==> src/rtl/hazard_unit.sv <==
// Pipeline hazard controller: combinational hold/clear for PC and pipeline registers plus a mult/div busy tracker.
// Optional statistics counters are built only when HAZARD_STATS_EN is defined.
module hazard_unit #(
    parameter int MD_LAT = 32,
    parameter int CNT_W  = 32
) (
    input  logic       clk,
    input  logic       reset,
    input  logic [4:0] id_rs,
    input  logic [4:0] id_rt,
    input  logic [4:0] ex_rt,
    input  logic       ex_memread,
    input  logic       ex_branch_taken,
    input  logic       ex_md_start,
    input  logic       id_md_use,
    input  logic       mem_wait,
    output logic       hold_pc,
    output logic       hold_ifid,
    output logic       clear_ifid,
    output logic       hold_idex,
    output logic       clear_idex,
    output logic       hold_exmem,
    output logic       clear_exmem,
    output logic       hold_memwb,
    output logic       md_busy,
    output logic       md_done
`ifdef HAZARD_STATS_EN
    ,
    output logic [CNT_W-1:0] stall_cycles,
    output logic [CNT_W-1:0] flush_count
`endif
);

    localparam int CW = $clog2(MD_LAT);
    localparam logic [CW-1:0] CNT_INIT = CW'(MD_LAT - 1);

    if (MD_LAT < 2 || CNT_W < 1) begin : g_bad_params
        $error("hazard_unit: MD_LAT must be >= 2 and CNT_W >= 1");
    end

    typedef enum logic [1:0] {
        S_IDLE = 2'd0,
        S_BUSY = 2'd1,
        S_DONE = 2'd2
    } md_state_e;

    md_state_e state_q, state_d;
    logic [CW-1:0] cnt_q, cnt_d;

    logic md_start_acc;
    logic load_use;
    logic md_stall;

    // A start is only taken when the mult/div actually leaves EX this cycle.
    assign md_start_acc = ex_md_start & ~mem_wait & ~ex_branch_taken;
    assign load_use     = ex_memread && (ex_rt != 5'd0) &&
                          ((ex_rt == id_rs) || (ex_rt == id_rt));

    always_ff @(posedge clk) begin
        if (reset) begin
            state_q <= S_IDLE;
            cnt_q   <= '0;
        end else begin
            state_q <= state_d;
            cnt_q   <= cnt_d;
        end
    end

    always_comb begin
        state_d = state_q;
        cnt_d   = cnt_q;
        case (state_q)
            S_IDLE: begin
                if (md_start_acc) begin
                    state_d = S_BUSY;
                    cnt_d   = CNT_INIT;
                end
            end
            S_BUSY: begin
                if (cnt_q == '0) begin
                    state_d = S_DONE;
                end else begin
                    cnt_d = cnt_q - 1'b1;
                end
            end
            S_DONE: begin
                if (md_start_acc) begin
                    state_d = S_BUSY;
                    cnt_d   = CNT_INIT;
                end else begin
                    state_d = S_IDLE;
                end
            end
            default: begin
                state_d = S_IDLE;
                cnt_d   = '0;
            end
        endcase
    end

    always_comb begin
        md_busy     = (state_q == S_BUSY);
        md_done     = (state_q == S_DONE);
        md_stall    = id_md_use && (state_q == S_BUSY);
        hold_pc     = 1'b0;
        hold_ifid   = 1'b0;
        clear_ifid  = 1'b0;
        hold_idex   = 1'b0;
        clear_idex  = 1'b0;
        hold_exmem  = 1'b0;
        clear_exmem = 1'b0;
        hold_memwb  = 1'b0;
        if (reset) begin
            hold_pc = 1'b0;
        end else if (mem_wait) begin
            // Freeze everything; a taken branch in EX re-presents once memory is ready.
            hold_pc    = 1'b1;
            hold_ifid  = 1'b1;
            hold_idex  = 1'b1;
            hold_exmem = 1'b1;
            hold_memwb = 1'b1;
        end else if (ex_branch_taken) begin
            clear_ifid = 1'b1;
            clear_idex = 1'b1;
        end else if (load_use || md_stall) begin
            hold_pc    = 1'b1;
            hold_ifid  = 1'b1;
            clear_idex = 1'b1;
        end
    end

`ifdef HAZARD_STATS_EN
    logic [CNT_W-1:0] stall_cycles_q;
    logic [CNT_W-1:0] flush_count_q;

    always_ff @(posedge clk) begin
        if (reset) begin
            stall_cycles_q <= '0;
            flush_count_q  <= '0;
        end else begin
            if (hold_ifid && (stall_cycles_q != '1)) begin
                stall_cycles_q <= stall_cycles_q + 1'b1;
            end
            if (clear_ifid && (flush_count_q != '1)) begin
                flush_count_q <= flush_count_q + 1'b1;
            end
        end
    end

    assign stall_cycles = stall_cycles_q;
    assign flush_count  = flush_count_q;
`endif

endmodule

==> config.mk <==
export PLATFORM = sky130hd
export DESIGN_NAME = hazard_unit
export DESIGN_NICKNAME = d
export VERILOG_FILES = /design/src/rtl/hazard_unit.sv
export SDC_FILE = /design/constraint.sdc
export NUM_CORES = 1
export LEC_CHECK = 0
export ABC_CLOCK_PERIOD_IN_PS = 1940
export CAP_MARGIN = 20
export CELL_PAD_IN_SITES_DETAIL_PLACEMENT = 1
export CELL_PAD_IN_SITES_GLOBAL_PLACEMENT = 1
export CORE_ASPECT_RATIO = 0.9
export CORE_MARGIN = 2
export CORE_UTILIZATION = 40
export CTS_CLUSTER_DIAMETER = 60
export CTS_CLUSTER_SIZE = 10
export DETAILED_ROUTE_END_ITERATION = 16
export DONT_BUFFER_PORTS = 1
export PLACE_DENSITY_LB_ADDON = 0.2
export SLEW_MARGIN = 30
export SYNTH_ARGS = -nofsm -noshare
export SYNTH_HDL_FRONTEND = slang
export SYNTH_SLANG_ARGS = --single-unit
export TNS_END_PERCENT = 5
==> constraint.sdc <==
create_clock -name clk -period 1.94 [get_ports clk]
set_input_delay 0.097 -clock clk [delete_from_list [all_inputs] [get_ports clk]]
set_output_delay 0.097 -clock clk [all_outputs]
set_load 0.05 [all_outputs]
==> flow_metrics.py, run 1 <==
metrics = {
    "critical_path": {
        "cp-startpoint": "state_q[1]",
        "slowest_stage": "dfxtp_2",
        "crit_buf_inv": 1,
        "path_max_fanout": 8,
        "path_delay_family": "simple AND/OR/NAND/NOR gates",
        "cp.arrival_ps": 1730,
        "crit_end": "hold_ifid",
        "end_kind": "output pin",
        "r2r-end": "cnt_q[3]",
        "start_kind": "flip-flop",
        "r2r.worst_path.cells": 6,
        "cp.required_ps": 1840,
        "crit_cells": 5,
        "r2r_start": "cnt_q[0]",
        "cpPeakStageDelay_ps": 380,
        "critPathKind": "flip-flop to output pin",
        "crit_chain": "nor2b_4, and2_1, a21oi_1, o41ai_4, buf_4",
        "r2r_slack_ps": 250,
    },
    "hold_path": {
        "min_path_type": "primary input to flip-flop",
        "whs_path_depth": 4,
    },
    "power_and_ir_drop": {
        "max-vdd-ir-drop_mv": 0.292,
        "p_leak_uw": 0.000273,
        "powerDensity_nw_per_um2": 660,
    },
    "timing": {
        "rsz0062_at_grt": "no",
        "setup_tns_ps": 0,
        "hold_viol": 0,
        "layout_setup_ws_ps": 115,
        "min_period_over_period_pct": 94.1,
        "drv_slew": 0,
        "skew_ps": 2.13,
        "setup_viol": 0,
        "fin_crit_ps": 1830,
        "max_freq_mhz": 548,
    },
    "routing": {
        "wirelength_um": 1320,
        "viasPerCell": 5.67,
        "wl_per_cell_um": 13.9,
        "drt_iter0_drc": 1,
        "firstDrtPassIters": 2,
        "drtAntennaViolNets": 0,
        "drc_errors": 0,
        "via_count": 539,
    },
    "synthesis": {
        "synthFlopType": "dfxtp_1",
        "synth_xor_area_share_pct": 15.0,
        "ys_top_cells_by_area": "dfxtp_1, xor2_1, nor2_1",
        "async_reset_ff_share_pct": 0,
        "netlist.area_leader.share_pct": 24.0,
        "synth_fa_ha_area_share_pct": 2.15,
        "synth_top_family_by_area": "simple AND/OR/NAND/NOR gates",
        "synthSimpleGateAreaFrac_pct": 27.3,
        "syn_area_um2": 583,
        "yosys_register_bits": 7,
        "synth_edf_count": 0,
        "synth_top_cell_by_area": "dfxtp_1",
        "synth_compound_area_share_pct": 23.2,
        "synth_mux_area_share_pct": 0,
        "synth_cell_type_count": 30,
        "syn_inst": 75,
        "synth_fp_nets": 98,
        "syn-mean-instance-area_um2": 7.77,
        "yosysWarnings": 0,
        "yosysSeqAreaShare_pct": 24.0,
    },
    "layout": {
        "final_common_cell": "nor2_1",
        "diodes": 0,
        "post_layout_nonfiller_instances": 95,
        "area_delta_synth_final_pct": 16.1,
        "nFillCells": 177,
        "mostFrequentLayoutCells": "nor2_1, xor2_1, dfxtp_1",
        "drive_above_1_share_pct": 20.0,
        "nets": 104,
    },
    "placement": {
        "gp_congestion": 0.656,
        "dp.cells": 90,
        "dpl.hpwl_um": 1060,
        "pre_cts_slack_ps": 274,
        "portBuffers": 0,
    },
    "cts": {
        "cts_buffer_depth": 2,
        "cts.clk_slew.worst_paths_ps": 50,
        "tritoncts": "built",
        "cts_buffers": 3,
        "clockRootBuffer": "clkbuf_4",
        "clkSinkCount": 7,
        "clock_latency_ps": 250,
        "h-tree-depth": 1,
        "cts_setup_buffers": 0,
    },
    "floorplan": {
        "die_area_um2": 1780,
        "rows": 13,
        "io-pin-count": 32,
        "die_w_um": 44.2,
        "design.core.area_um2": 1400,
        "die_height_um": 40.2,
        "start_util_pct": 41.7,
    },
    "global_route": {
        "antenna_found_initial": 0,
        "grt_pass1_wl_um": 2080,
        "grtUsageTotal_pct": 16.6,
        "grt-ovfl-total": 0,
        "grt_pass1_vias": 508,
        "grt_max_degree": 9,
    },
    "run": {
        "maxCapViolations": 0,
    },
    "run_status": {
        "status": "complete, no violations",
    },
}
[sequential cells by signal, indices dropped and copies added (netlist names)]
register,count
cnt_q,5
state_q,2
[how the worst min path moves through the flow]
stage	start	end
6_report	ex_branch_taken	cnt_q[4]
5_1_grt	ex_branch_taken	cnt_q[4]
4_1_cts	ex_branch_taken	state_q[0]
3_5_place_dp	reset	cnt_q[3]
3_3_place_gp	reset	cnt_q[3]
2_1_floorplan	ex_branch_taken	hold_ifid
[routing by layer]
metal,part of all wire [%],global-route usage [%]
met5,0,0
met3,9.4,7.66
met1,43,18.0
met4,0.61,4.55
met2,47,29.8
[power breakdown]
group / switching (uW) / internal, uW / total [uW]
logic: 89.9 / 59.0 / 149
registers: 11.3 / 154 / 166
clock network: 53.7 / 78.5 / 132
[worst register-to-register path, delay by kind of cell (launching register included)]
family / cells / cell delay [ps]
compound gates: 3 / 500
fa+ha+maj: 1 / 210
buf+inv: 1 / 60
flops: 1 / 330
simple gates: 1 / 510
[metrics by stage]
stage	total power [uW]	util [%]	hold WS, ps	cell area (um2)
6_report	447	48.4	236	677
3_5_place_dp	314	45.7	166	639
2_1_floorplan	298	-	359	609
4_1_cts	455	48.3	235	676
5_1_grt	480	48.4	262	677
3_3_place_gp	311	45.7	165	639
[logic make-up (layout without fill, tap and decap cells)]
logic type / count (synthesis) / in the layout
adders and majority gates: 1 / 1
xor gates and xnor gates: 10 / 10
DFF: 7 / 7
AOI/OAI and AO/OA: 19 / 19
and+or+nand+nor: 29 / 29
other: 1 / 1
buffers and inverters: 8 / 13
[cell type report]
class	count	area (um2)	share of cell area [%]
repair buffers	6	47.5	7.02
well taps	15	18.8	2.77
clock buffers	4	26.3	3.88
inverters	3	11.3	1.66
multi-input cells	60	432	63.8
flip-flops and latches	7	141	20.9
[what timing repair did]
action,4_1_cts,5_1_grt
hold buffers,1,0
hold endpoints to repair,7,0
setup endpoints to repair,0,2
gates resized for setup,0,1
[synth_stat cells, types with 2 or more instances]
cell type  count
and2_1         2
nor3b_1        2
buf_4          4
dfxtp_1        7
nor2_1        12
xor2_1        10
nor3_1         3
inv_1          3
a21oi_1        5
nor2b_1        4
o21ai_0        3
o22ai_1        2
Power figures use the tool's default switching activity.
==> run 2: changes to the inputs <==
Settings changed: ABC_AREA from default to 1, CORE_UTILIZATION 40 to 37, PLACE_DENSITY from default to 0.83, PLACE_DENSITY_LB_ADDON 0.2 to default.
==> run 2 against run 1 <==
Core utilization fell by 5.2 points. Count of clock-buffer cells in the layout unchanged. Wire length rose by 21%. Sequential cell count unchanged. Largest cell class unchanged. Non-clock buffer count decreased by 1. Combinational power grew 12%. Die area rose by 17%. Register-to-register slack improved by 270 ps. Worst setup slack better by 340 ps.
==> flow_metrics.py, run 2 <==
metrics = {
    "timing": {
        "skew_ps": 7.27,
        "min_period_over_period_pct": 76.7,
        "setup_tns_ps": 0,
        "setup_viol": 0,
        "drv_slew": 0,
        "max_freq_mhz": 672,
        "fin_crit_ps": 1490,
        "hold_viol": 0,
        "rsz0062_at_grt": "no",
    },
    "floorplan": {
        "die_area_um2": 2070,
        "io-pin-count": 32,
        "design.core.area_um2": 1650,
        "die_w_um": 47.8,
        "start_util_pct": 38.8,
        "rows": 14,
        "die_height_um": 43.4,
    },
    "critical_path": {
        "slowest_stage": "dfxtp_1",
        "crit_cells": 6,
        "cp_common_cell": "nand2_1",
        "path_delay_family": "simple AND/OR/NAND/NOR gates",
        "cpPeakStageDelay_ps": 410,
        "start_kind": "flip-flop",
        "path_max_fanout": 5,
        "cp.required_ps": 1840,
        "crit_chain": "inv_2, nor2_4, nand2_1, nand2_1, nand2_1, nand2_1",
        "cp.arrival_ps": 1390,
        "end_kind": "output pin",
        "r2r-end": "cnt_q[1]",
        "r2r_start": "cnt_q[0]",
        "r2r.worst_path.cells": 8,
        "crit_buf_inv": 1,
        "critPathKind": "flip-flop to output pin",
        "r2r_slack_ps": 520,
    },
    "global_route": {
        "grt_max_degree": 7,
        "grtUsageTotal_pct": 18.4,
        "grt-busiest-layer": "met2",
        "met3_usage_pct": 5.42,
        "grt_pass1_vias": 707,
        "use_met1_pct": 20.7,
        "antenna_found_initial": 0,
        "grt_pass1_wl_um": 2720,
        "grt-ovfl-total": 0,
        "grtUsageMet2_pct": 30.9,
    },
    "layout": {
        "seqCellArea_um2": 140,
        "diodes": 0,
        "nets": 143,
        "largest_reg_flops": 5,
        "reg.largest.list": "cnt_q (5), state_q (2)",
        "area_delta_synth_final_pct": 11.6,
        "nFillCells": 247,
        "mostFrequentLayoutCells": "nand2_1, inv_1, nor2_1",
        "drive_above_1_share_pct": 16.0,
        "regMostFlops": "cnt_q",
        "post_layout_nonfiller_instances": 143,
        "multi_input_area_um2": 389,
        "final_common_cell": "nand2_1",
    },
    "synthesis": {
        "ys_top_cells_by_area": "dfxtp_1, nand2_1, inv_1",
        "syn-mean-instance-area_um2": 5.60,
        "synth_fp_nets": 137,
        "yosys_register_bits": 7,
        "synth_cell_type_count": 22,
        "async_reset_ff_share_pct": 0,
        "syn_area_um2": 638,
        "netlist_top_cells_count": "nand2_1, inv_1, nor2_1",
        "synthFlopType": "dfxtp_1",
        "yosysMostFrequentCell": "nand2_1",
        "netlist.area_leader.share_pct": 22.0,
        "yosysSeqAreaShare_pct": 22.0,
        "synth_top_cell_by_area": "dfxtp_1",
        "yosysWarnings": 0,
        "syn_inst": 114,
        "synth_edf_count": 0,
    },
    "power_and_ir_drop": {
        "p_sw_uw": 186,
        "switching_share_pct": 39.0,
        "internal_power_uw": 291,
        "max-vdd-ir-drop_mv": 0.368,
        "powerDensity_nw_per_um2": 670,
        "p_comb_share_pct": 35.1,
        "p_seq_share_pct": 34.8,
        "p_leak_uw": 0.000400,
        "clkPwrFrac_pct": 30.1,
    },
    "cts": {
        "tritoncts": "built",
        "h-tree-depth": 1,
        "cts.clk_slew.worst_paths_ps": 60,
        "clockRootBuffer": "clkbuf_4",
        "cts_buffers": 3,
        "cts_buffer_depth": 2,
        "clock_latency_ps": 270,
        "ctsResizeCount": 0,
        "cts_hold_buf": 1,
        "cts_setup_buffers": 0,
        "clkSinkCount": 7,
    },
    "routing": {
        "wl_per_cell_um": 11.1,
        "via_count": 681,
        "drc_errors": 0,
        "drtAntennaViolNets": 0,
        "drt_iter0_drc": 3,
        "wirelength_um": 1590,
        "viasPerCell": 4.76,
        "firstDrtPassIters": 4,
    },
    "placement": {
        "gp_congestion": 0.848,
        "portBuffers": 0,
        "dp.cells": 138,
        "dpl.hpwl_um": 1360,
    },
    "hold_path": {
        "holdCritStartpoint": "reset",
        "whs_path_depth": 3,
        "min_path_type": "primary input to flip-flop",
        "whs_endpoint": "cnt_q[3]",
    },
    "run": {
        "maxCapViolations": 0,
    },
    "run_status": {
        "status": "complete, no violations",
    },
}
[run 2: cell count changes in the layout (fill, tap and decap cells not counted), moves of 3 or more]
cell,change
inv_2,+6
nand2_1,+34
inv_1,+13
xnor2_1,+3
xor2_1,-9
nor3_1,-3
nand3_1,+3
o21ai_1,+4
[run 2: worst max-delay path by stage]
stage          startpoint    endpoint  slack, ps
2_1_floorplan    mem_wait     hold_pc        200
3_3_place_gp     cnt_q[0]    cnt_q[2]        600
3_5_place_dp     cnt_q[0]    cnt_q[1]        530
4_1_cts        state_q[0]  clear_idex        430
5_1_grt        state_q[0]  clear_idex        300
6_report       state_q[0]  clear_idex        450
[run 2: worst register-to-register path: cells and delay by family (launching register included)]
family                     cells  cell delay, ps
adders and majority gates      1             200
DFF                            1             310
AOI/OAI and AO/OA              2             200
and+or+nand+nor                4             510
buffers and inverters          1              90
[run 2: layer usage]
metal  up-vias  share of wire [%]
met3         3                7.8
li1        348                  -
met2        24                 49
met4         0                1.5
met1       306                 42
met5         -                  0
[run 2: through the flow]
step | util (%) | hold slack [ps] | area [um2] | setup WS (ps) | power, uW
6_report | 43.2 | 76.0 | 712 | 453 | 477
5_1_grt | 43.2 | 94.6 | 712 | 303 | 511
4_1_cts | 43.2 | 68.7 | 712 | 434 | 485
3_5_place_dp | 41.0 | 178 | 676 | 531 | 335
3_3_place_gp | 41.0 | 180 | 676 | 604 | 330
2_1_floorplan | - | 169 | 638 | 204 | 311
[run 2: layout make-up]
type                            instances  area share [%]
Clock buffer                            4            3.69
Sequential cell                         7            19.7
Timing Repair Buffer                    5            5.62
Inverter                               23            12.1
Multi-Input combinational cell         80            54.7
Tap cell                               24            4.22
[run 2: logic make-up (layout without fill, tap and decap cells)]
logic type | after synthesis | after routing | share of synthesized area, %
simple gates | 58 | 58 | 39.2
buf+inv | 27 | 32 | 18.2
compound gates | 16 | 16 | 12.5
flops | 7 | 7 | 22.0
xor+xnor | 4 | 4 | 5.49
fa+ha+maj | 1 | 1 | 1.96
other cells | 1 | 1 | 0.588
[run 2: power by group through the flow]
| stage | logic, uW | clock network (uW) | registers [uW] |
|---|---|---|---|
| after global routing | 190 | 154 | 168 |
| after detailed placement | 166 | 0 | 169 |
| after CTS | 169 | 151 | 166 |
| final | 167 | 144 | 166 |
| after floorplan | 145 | 0 | 167 |
| after global placement | 161 | 0 | 169 |
